### config.mk
export PLATFORM = sky130hd
export DESIGN_NAME = imem_loader
export DESIGN_NICKNAME = d
export VERILOG_FILES = /design/src/rtl/imem_loader.sv
export SDC_FILE = /design/constraint.sdc
export NUM_CORES = 1
export LEC_CHECK = 0
export ABC_AREA = 1
export CORE_AREA = 5 5 119 121
export DETAILED_ROUTE_END_ITERATION = 12
export DIE_AREA = 0 0 124 126
export DONT_BUFFER_PORTS = 1
export GPL_TIMING_DRIVEN = 0
export HOLD_SLACK_MARGIN = 0.02
export MAX_ROUTING_LAYER = met4
export PLACE_DENSITY_LB_ADDON = 0.25
export SYNTH_ARGS = -nofsm -noshare
export SYNTH_HDL_FRONTEND = slang
export SYNTH_SLANG_ARGS = --single-unit
### constraint.sdc
create_clock -name clock -period 1.9 [get_ports clock]
set_clock_uncertainty 0.1 [all_clocks]
set_input_delay 0.38 -clock clock [delete_from_list [all_inputs] [get_ports clock]]
set_output_delay 0.38 -clock clock [all_outputs]
set_load 0.05 [all_outputs]
### src/rtl/imem_loader.sv
// Boot loader: framed byte stream -> big-endian imem words, holds CPU until loaded.
// Optional opcode screening of each word is enabled by defining OPCODE_CHECK_EN.
module imem_loader #(
    parameter int         ADDR_WIDTH = 12,
    parameter int         BASE_ADDR  = 0,
    parameter logic [7:0] MAGIC      = 8'hA5
) (
    input  logic                  clock,
    input  logic                  reset_n,
    input  logic                  in_valid,
    input  logic [7:0]            in_data,
    output logic                  in_ready,
    input  logic                  clear,
    output logic                  imem_wren,
    output logic [ADDR_WIDTH-1:0] imem_addr,
    output logic [31:0]           imem_data,
    output logic                  cpu_hold,
    output logic                  done,
    output logic                  error,
    output logic [1:0]            error_code
);

    typedef enum logic [2:0] {
        IDLE, CNT_HI, CNT_LO, WORD, CSUM, DONE, ERR
    } state_t;

    localparam logic [16:0] CAP = 17'(1) << ADDR_WIDTH;

    state_t                state_q, state_d;
    logic [15:0]           count_q, count_d;
    logic [15:0]           word_q, word_d;
    logic [1:0]            bidx_q, bidx_d;
    logic [7:0]            csum_q, csum_d;
    logic [31:0]           asm_q, asm_d;
    logic                  wren_q, wren_d;
    logic [ADDR_WIDTH-1:0] addr_q, addr_d;
    logic [31:0]           data_q, data_d;
    logic [1:0]            code_q, code_d;

    logic        accept;
    logic [31:0] word_full;
    logic [15:0] cnt_full;
    logic [31:0] addr_sum;
    logic        op_ok;

    assign in_ready   = (state_q != ERR);
    assign accept     = in_valid && in_ready;
    assign word_full  = {asm_q[23:0], in_data};
    assign cnt_full   = {count_q[15:8], in_data};
    assign addr_sum   = 32'(BASE_ADDR) + {16'd0, word_q};

`ifdef OPCODE_CHECK_EN
    function automatic logic op_legal(input logic [4:0] op);
        unique case (op)
            5'd0, 5'd1, 5'd2, 5'd3, 5'd4, 5'd5,
            5'd6, 5'd7, 5'd8, 5'd21, 5'd22: op_legal = 1'b1;
            default:                         op_legal = 1'b0;
        endcase
    endfunction
    assign op_ok = op_legal(word_full[31:27]);
`else
    assign op_ok = 1'b1;
`endif

    always_comb begin
        state_d = state_q;
        count_d = count_q;
        word_d  = word_q;
        bidx_d  = bidx_q;
        csum_d  = csum_q;
        asm_d   = asm_q;
        wren_d  = 1'b0;
        addr_d  = addr_q;
        data_d  = data_q;
        code_d  = code_q;
        unique case (state_q)
            IDLE, DONE: begin
                if (accept && in_data == MAGIC) begin
                    state_d = CNT_HI;
                    csum_d  = 8'd0;
                end
            end
            CNT_HI: begin
                if (accept) begin
                    count_d[15:8] = in_data;
                    state_d       = CNT_LO;
                end
            end
            CNT_LO: begin
                if (accept) begin
                    count_d = cnt_full;
                    bidx_d  = 2'd0;
                    word_d  = 16'd0;
                    if ({1'b0, cnt_full} > CAP) begin
                        state_d = ERR;
                        code_d  = 2'd2;
                    end else if (cnt_full == 16'd0) begin
                        state_d = CSUM;
                    end else begin
                        state_d = WORD;
                    end
                end
            end
            WORD: begin
                if (accept) begin
                    asm_d  = word_full;
                    csum_d = csum_q ^ in_data;
                    bidx_d = bidx_q + 2'd1;
                    if (bidx_q == 2'd3) begin
                        // Bad opcode: drop the word and stop in the write cycle
                        if (!op_ok) begin
                            state_d = ERR;
                            code_d  = 2'd3;
                        end else begin
                            wren_d = 1'b1;
                            addr_d = addr_sum[ADDR_WIDTH-1:0];
                            data_d = word_full;
                            word_d = word_q + 16'd1;
                            if (word_q == count_q - 16'd1)
                                state_d = CSUM;
                        end
                    end
                end
            end
            CSUM: begin
                if (accept) begin
                    if (in_data == csum_q) begin
                        state_d = DONE;
                    end else begin
                        state_d = ERR;
                        code_d  = 2'd1;
                    end
                end
            end
            ERR: begin
                if (clear) begin
                    state_d = IDLE;
                    code_d  = 2'd0;
                end
            end
            default: state_d = IDLE;
        endcase
    end

    always_ff @(posedge clock or negedge reset_n) begin
        if (!reset_n) begin
            state_q <= IDLE;
            count_q <= '0;
            word_q  <= '0;
            bidx_q  <= '0;
            csum_q  <= '0;
            asm_q   <= '0;
            wren_q  <= 1'b0;
            addr_q  <= '0;
            data_q  <= '0;
            code_q  <= '0;
        end else begin
            state_q <= state_d;
            count_q <= count_d;
            word_q  <= word_d;
            bidx_q  <= bidx_d;
            csum_q  <= csum_d;
            asm_q   <= asm_d;
            wren_q  <= wren_d;
            addr_q  <= addr_d;
            data_q  <= data_d;
            code_q  <= code_d;
        end
    end

    assign imem_wren  = wren_q;
    assign imem_addr  = addr_q;
    assign imem_data  = data_q;
    assign cpu_hold   = (state_q != DONE);
    assign done       = (state_q == DONE);
    assign error      = (state_q == ERR);
    assign error_code = code_q;

endmodule
# --- Yosys cells after proc, flatten, opt, wreduce, memory -nomap -nowiden ---
# Index checks and enable logic that the tools add are counted.
totals:
  out_inout_bits: 51
  in_bits: 12
  regBits: 116
  elab_cells: 89
classes:
  n_reduce_logical: 17
  magnitude_cmp: 1
  n_eq_ne: 22
  bitwise: 2
  muxes: 33
  n_addsub: 3
ops:
  columns: ["cell", "n"]
  rows:
  - ["16-bit two-way mux", 3]
  - ["16-bit case mux with 2 select lines", 1]
  - ["8-bit case mux with 2 select lines", 2]
  - ["3-bit two-way mux", 10]
  - ["8-bit two-way mux", 3]
  - ["2-bit != test, second input constant", 10]
  - ["3-bit case mux with 6 select lines", 1]
  - ["16-bit by 1-bit adder with 16-bit output, second input constant", 1]
  - ["16-bit == test", 1]
  - ["16-bit by 13-bit > comparator with 1-bit output, second input constant", 1]
  - ["16-bit zero test", 1]
  - ["2-bit two-way mux", 8]
  - ["16-bit by 1-bit subtractor with 16-bit output, second input constant", 1]
  - ["3-bit AND reduction", 4]
  - ["3-bit == test, second input constant", 3]
  - ["8-bit == test", 1]
  - ["8-bit == test, second input constant", 1]
  - ["8-bit AND reduction", 1]
  - ["8-bit bitwise XOR", 1]
  - ["3-bit by 2-bit == test with 1-bit output, second input constant", 2]
  - ["3-bit != test, second input constant", 2]
  - ["2-bit case mux with 3 select lines", 1]
  - ["6-bit AND reduction", 1]
  - ["2-bit case mux with 2 select lines", 1]
  - ["other kinds (12)", 17]

# --- Longest topological paths before layout ---
depth:
  depth_word: 6
  ltp_mapped: 16
  mapped_depth_nobuf: 16

# --- Worst setup path after synthesis ---
# No wires, ideal clock.
synth_timing:
  kind: "register to register"
  start: "register state_q[0]"
  end: "register csum_q[5]"
  required_time_ps: 1705
  t_arrival_ps: 2472
  setup_ps: 95
  path_slack_ps: -767
  path_stages_with_launch: 12
  synth_period_minus_slack_ps: 2667
  n_path_buf: 1
  path_cell_list: "dfrtp_1 inv_2 nor2_1 inv_1 nor2_1 inv_1 o21ai_0 inv_1 nand2_1 nand2_2 buf_6 o31ai_1"
synth_via:
  word_cells_on_any_way: 12
  cone_classes: "eq/ne (5); mux (1); reduce/logical (6)"
synth_lines:
  columns: ["element", "line", "source"]
  rows:
  - ["start, declared", "29", "state_t state_q, state_d;"]
  - ["start signal, assigned", "158", "state_q <= state_d;"]
  - ["3-bit == test (*)", null, null]
  - ["named net done", "18", "output logic done,"]
  - ["2-bit OR reduction (*)", "76", "unique case (state_q)"]
  - ["2-bit != test (no source line) / 2-bit nonzero test (equally long branches)", null, null]
  - ["3-bit AND reduction (no source line)", null, null]
  - ["end signal, assigned", "162", "csum_q <= csum_d;"]
  - ["end, declared", "33", "logic [7:0] csum_q, csum_d;"]
# Mark *: on every way through the listed nets, which the timed path passes. The rest lies on a longest branch.
# A chain may end at the register's enable or synchronous reset.

# --- Worst setup path after layout ---
layout_timing:
  start: "register state_q[1]"
  end: "register csum_q[6]"
# The elaborated chain is that of the path after synthesis.

==> impl_metrics.csv <==
group,metric,value,unit
yosys,syn-cell-area,5660,um2
clocking,cts.path.max_buffers,2,
clocking,cts.sinks,116,
cells_and_area,drive_gt1_frac,0.239,
yosys,synth-compound-area-share,0.107,
critical_path,slowest_delay,440,ps
critical_path,worstPathRequired,2130,ps
timing,fmax,0.438,GHz
yosys,synth-edff-count,0,
critical_path,startpoint,"state_q[1]",
cells_and_area,final_area,7350,um2
critical_path,cp_top_family,"buffers and inverters",
yosys,synthTopCellsByArea,"dfrtp_1 51%, nand2_1 15%, o21ai_0 7.3%, inv_1 5.2%, nor2_1 3.3%",
yosys,synth_xor_area_frac,0.0387,
critical_path,crit_buf_inv,4,
cells_and_area,synthToLayoutAreaGrowth,29.8,%
global_route,grt_usage,0.217,
critical_path,timing.rr.end,"csum_q[6]",
die,die_w,124,um
power,power.leakage,3.53,nW
yosys,synthCells,706,
global_route,grt_pass1_wl,25100,um
yosys,synth_most_common_cell,"nand2_1",
critical_path,path_cells,"nor2_2 -> inv_2 -> nor2_4 -> clkinvlp_4 -> o21ai_4 -> inv_2 -> nand2_2 -> nand2_4 -> buf_8 -> o31ai_4",
power,peakVddDrop,0.000802,V
drt,via_count,4911,
critical_path,rr_worst_depth,10,
timing,final_hold_viol_count,116,
cells_and_area,ff_latch_area,2910,um2
yosys,synthArstFlopShare,1.00,
die,core,13000,um2
yosys,synth_flop_cell,"dfrtp_1",
critical_path,cpMostUsedCell,"inv_2",
critical_path,cp-start-kind,"register",
critical_path,worstPathArrival,2510,ps
timing,relSlewSlack,0.655,
die,rows,42,
critical_path,r2r_setup_slack,-380,ps
clocking,cts_tree,"yes",
drt,drt_wl_total,15800,um
hold_path,hold_path.class,"in -> async",
critical_path,slowest_stage,"dfrtp_2",
placed_design,port_buffers,0,
yosys,netlist.area_leader.share,0.513,
power,power.share.sequential,0.360,
yosys,ys_top_cells_by_count,"229 x nand2_1, 116 x dfrtp_1, 83 x o21ai_0",
placed_design,hpwl,10600,um
cells_and_area,fill_cells,1195,
timing,timing.final.crit_period,2280,ps
yosys,synth.area.mux_share,0,
run,drv_cap,0,
clocking,numCtsBuffers,17,
placed_design,globalplace.congestion,0.909,
power,powerDensity,1490,nW/um2
yosys,synthSimpleGateAreaFrac,0.262,
die,start_util,0.436,
critical_path,path_class,"reg -> reg",
yosys,synth_nets,721,
drt,vias_per_cell,5.13,
die,fp.dieH,126,um
cells_and_area,multi_input_area,2700,um2
global_route,grt_pass1_vias,4849,
drt,wl_per_cell,16.5,um
critical_path,cp_max_fo,8,
critical_path,critPathCapture,"csum_q[6]",
global_route,grt_antenna_before_repair,0,
critical_path,reg2reg_from,"state_q[1]",
run_status,violations,"hold timing, setup timing",
power,p_clk_frac,0.295,
critical_path,end_kind,"register",
power,power.internal,6.67,mW
yosys,syn_avg_cell_area,8.01,um2
yosys,ys_types,35,
placed_design,placed_area,5910,um2
global_route,grt_max_degree,117,
run_status,outcome,"complete, but fails checks",
clocking,cts_hold_buf,7,
global_route,grt_overflow,0,
die,ios,63,
critical_path,worstSetupPathDepth,10,
timing,worst_pin_slew,517,ps
die,die_area,15600,um2
cells_and_area,final_nets,784,
yosys,synth_top_family_by_area,"simple AND/OR/NAND/NOR gates",
clocking,clk_pin_slew_worst_paths,60,ps
drt,drc,0,
power,p_comb_frac,0.345,
yosys,synth-adder-area-share,0.00663,
yosys,synth.largest_area_cell,"dfrtp_1",
power,switchingPower,4.26,mW
power,switching_share,0.390,
drt,detail-route-antenna-nets,0,
placed_design,dp_slack,-450,ps
yosys,yosysWarningCount,0,
drt,drtPass1Iterations,5,
clocking,clk_latency,420,ps
cells_and_area,antenna_cells,0,
drt,drt-initial-drc-count,299,
yosys,ys_seq_area_frac,0.513,
timing,finalWorstSetupSlack,-383,ps
timing,min_period_over_period,1.20,
timing,drv_slew,0,
clocking,htree_levels,4,
yosys,synth-seq-cells,116,
timing,rsz0062_at_grt,"true",
clocking,cts-root-buf,"clkbuf_16",
timing,hold_slack,-443,ps
timing,setup_violations,33,
timing repair:
action / CTS / global route
endpoints found under the hold margin: 123 / 116
setup endpoints to repair: 70 / 96
gates resized for setup: 98 / 85
pin swaps: 25 / 22
buffers inserted: 26 / 10
cloned: 3 / 0
worst register-to-register path, cell delays in order, from the launching register on:
cell	delay, ps
dfrtp_2	440
nor2_2	140
inv_2	60
nor2_4	310
clkinvlp_4	400
o21ai_4	170
inv_2	60
nand2_2	70
nand2_4	110
buf_8	170
o31ai_4	170
per-stage QoR:
step	setup TNS, ps	instances	hold slack (ps)	power, mW	util
5_1_grt	-9650	958	-464	11.6	0.566
4_1_cts	-6490	949	-461	10.4	0.545
2_1_floorplan	-2440	706	-15.6	6.06	-
6_report	-6000	958	-443	10.9	0.566
3_5_place_dp	-10610	882	-10.7	6.78	0.455
3_3_place_gp	-9290	882	-9.48	6.68	0.455
flip-flops by register name, indices dropped and copies added (netlist names):
register and flops:
imem_data 32, asm_q 24, count_q 16, word_q 16, imem_addr 12, csum_q 8
state_q 3, bidx_q 2, error_code 2, imem_wren 1
kinds of logic after synthesis:
kind of cell,count (synthesis)
simple gates,344
flops,116
compound gates,113
buf+inv,105
xor+xnor,25
fa+ha+maj,3
cell type report:
cell class              count  share of cell area
plain buffers              22              0.0233
repair buffers             45              0.0569
clock buffers              25              0.0688
inverters                  82              0.0445
clock inverters             7              0.0129
well taps                 176              0.0300
multi-input cells         485               0.368
flip-flops and latches    116               0.396
metal layers:
metal  wire length, um  global-route usage  up-vias
li1                  -                   -     2391
met5                 0                   -        -
met4               275              0.0793        0
met3               990              0.0601       21
met2              7640               0.330      127
met1              6860               0.276     2372
cell usage in the layout (no fill, tap or decap), drive strengths merged, types with 3 or more instances in the layout:
cell type    count
a21oi           11
buf             51
clkbuf          34
clkinv           4
clkinvlp         4
dfrtp          116
dlygate4sd3      7
ha               3
inv             79
nand2          233
nand3           30
nand3b           3
nand4           10
nor2            57
nor3             7
o21ai           85
o31ai           13
xnor2           13
xor2            12
power by group through the flow:
stage | Sequential [mW] | Clock (mW) | Combinational (mW)
2_1_floorplan | 3.75 | 0 | 2.32
3_3_place_gp | 3.89 | 0 | 2.79
3_5_place_dp | 3.92 | 0 | 2.86
4_1_cts | 3.90 | 3.25 | 3.27
5_1_grt | 4.03 | 3.38 | 4.20
6_report | 3.94 | 3.22 | 3.77
worst min path at each step:
| stage | startpoint | to | cells past startpoint |
|---|---|---|---|
| 2_1_floorplan | reset_n | asm_q[0] | 0 |
| 3_3_place_gp | reset_n | imem_data[7] | 0 |
| 3_5_place_dp | reset_n | imem_data[6] | 0 |
| 4_1_cts | reset_n | imem_data[2] | 0 |
| 5_1_grt | reset_n | bidx_q[0] | 0 |
| 6_report | reset_n | asm_q[1] | 0 |
Power figures use the tool's default switching activity.
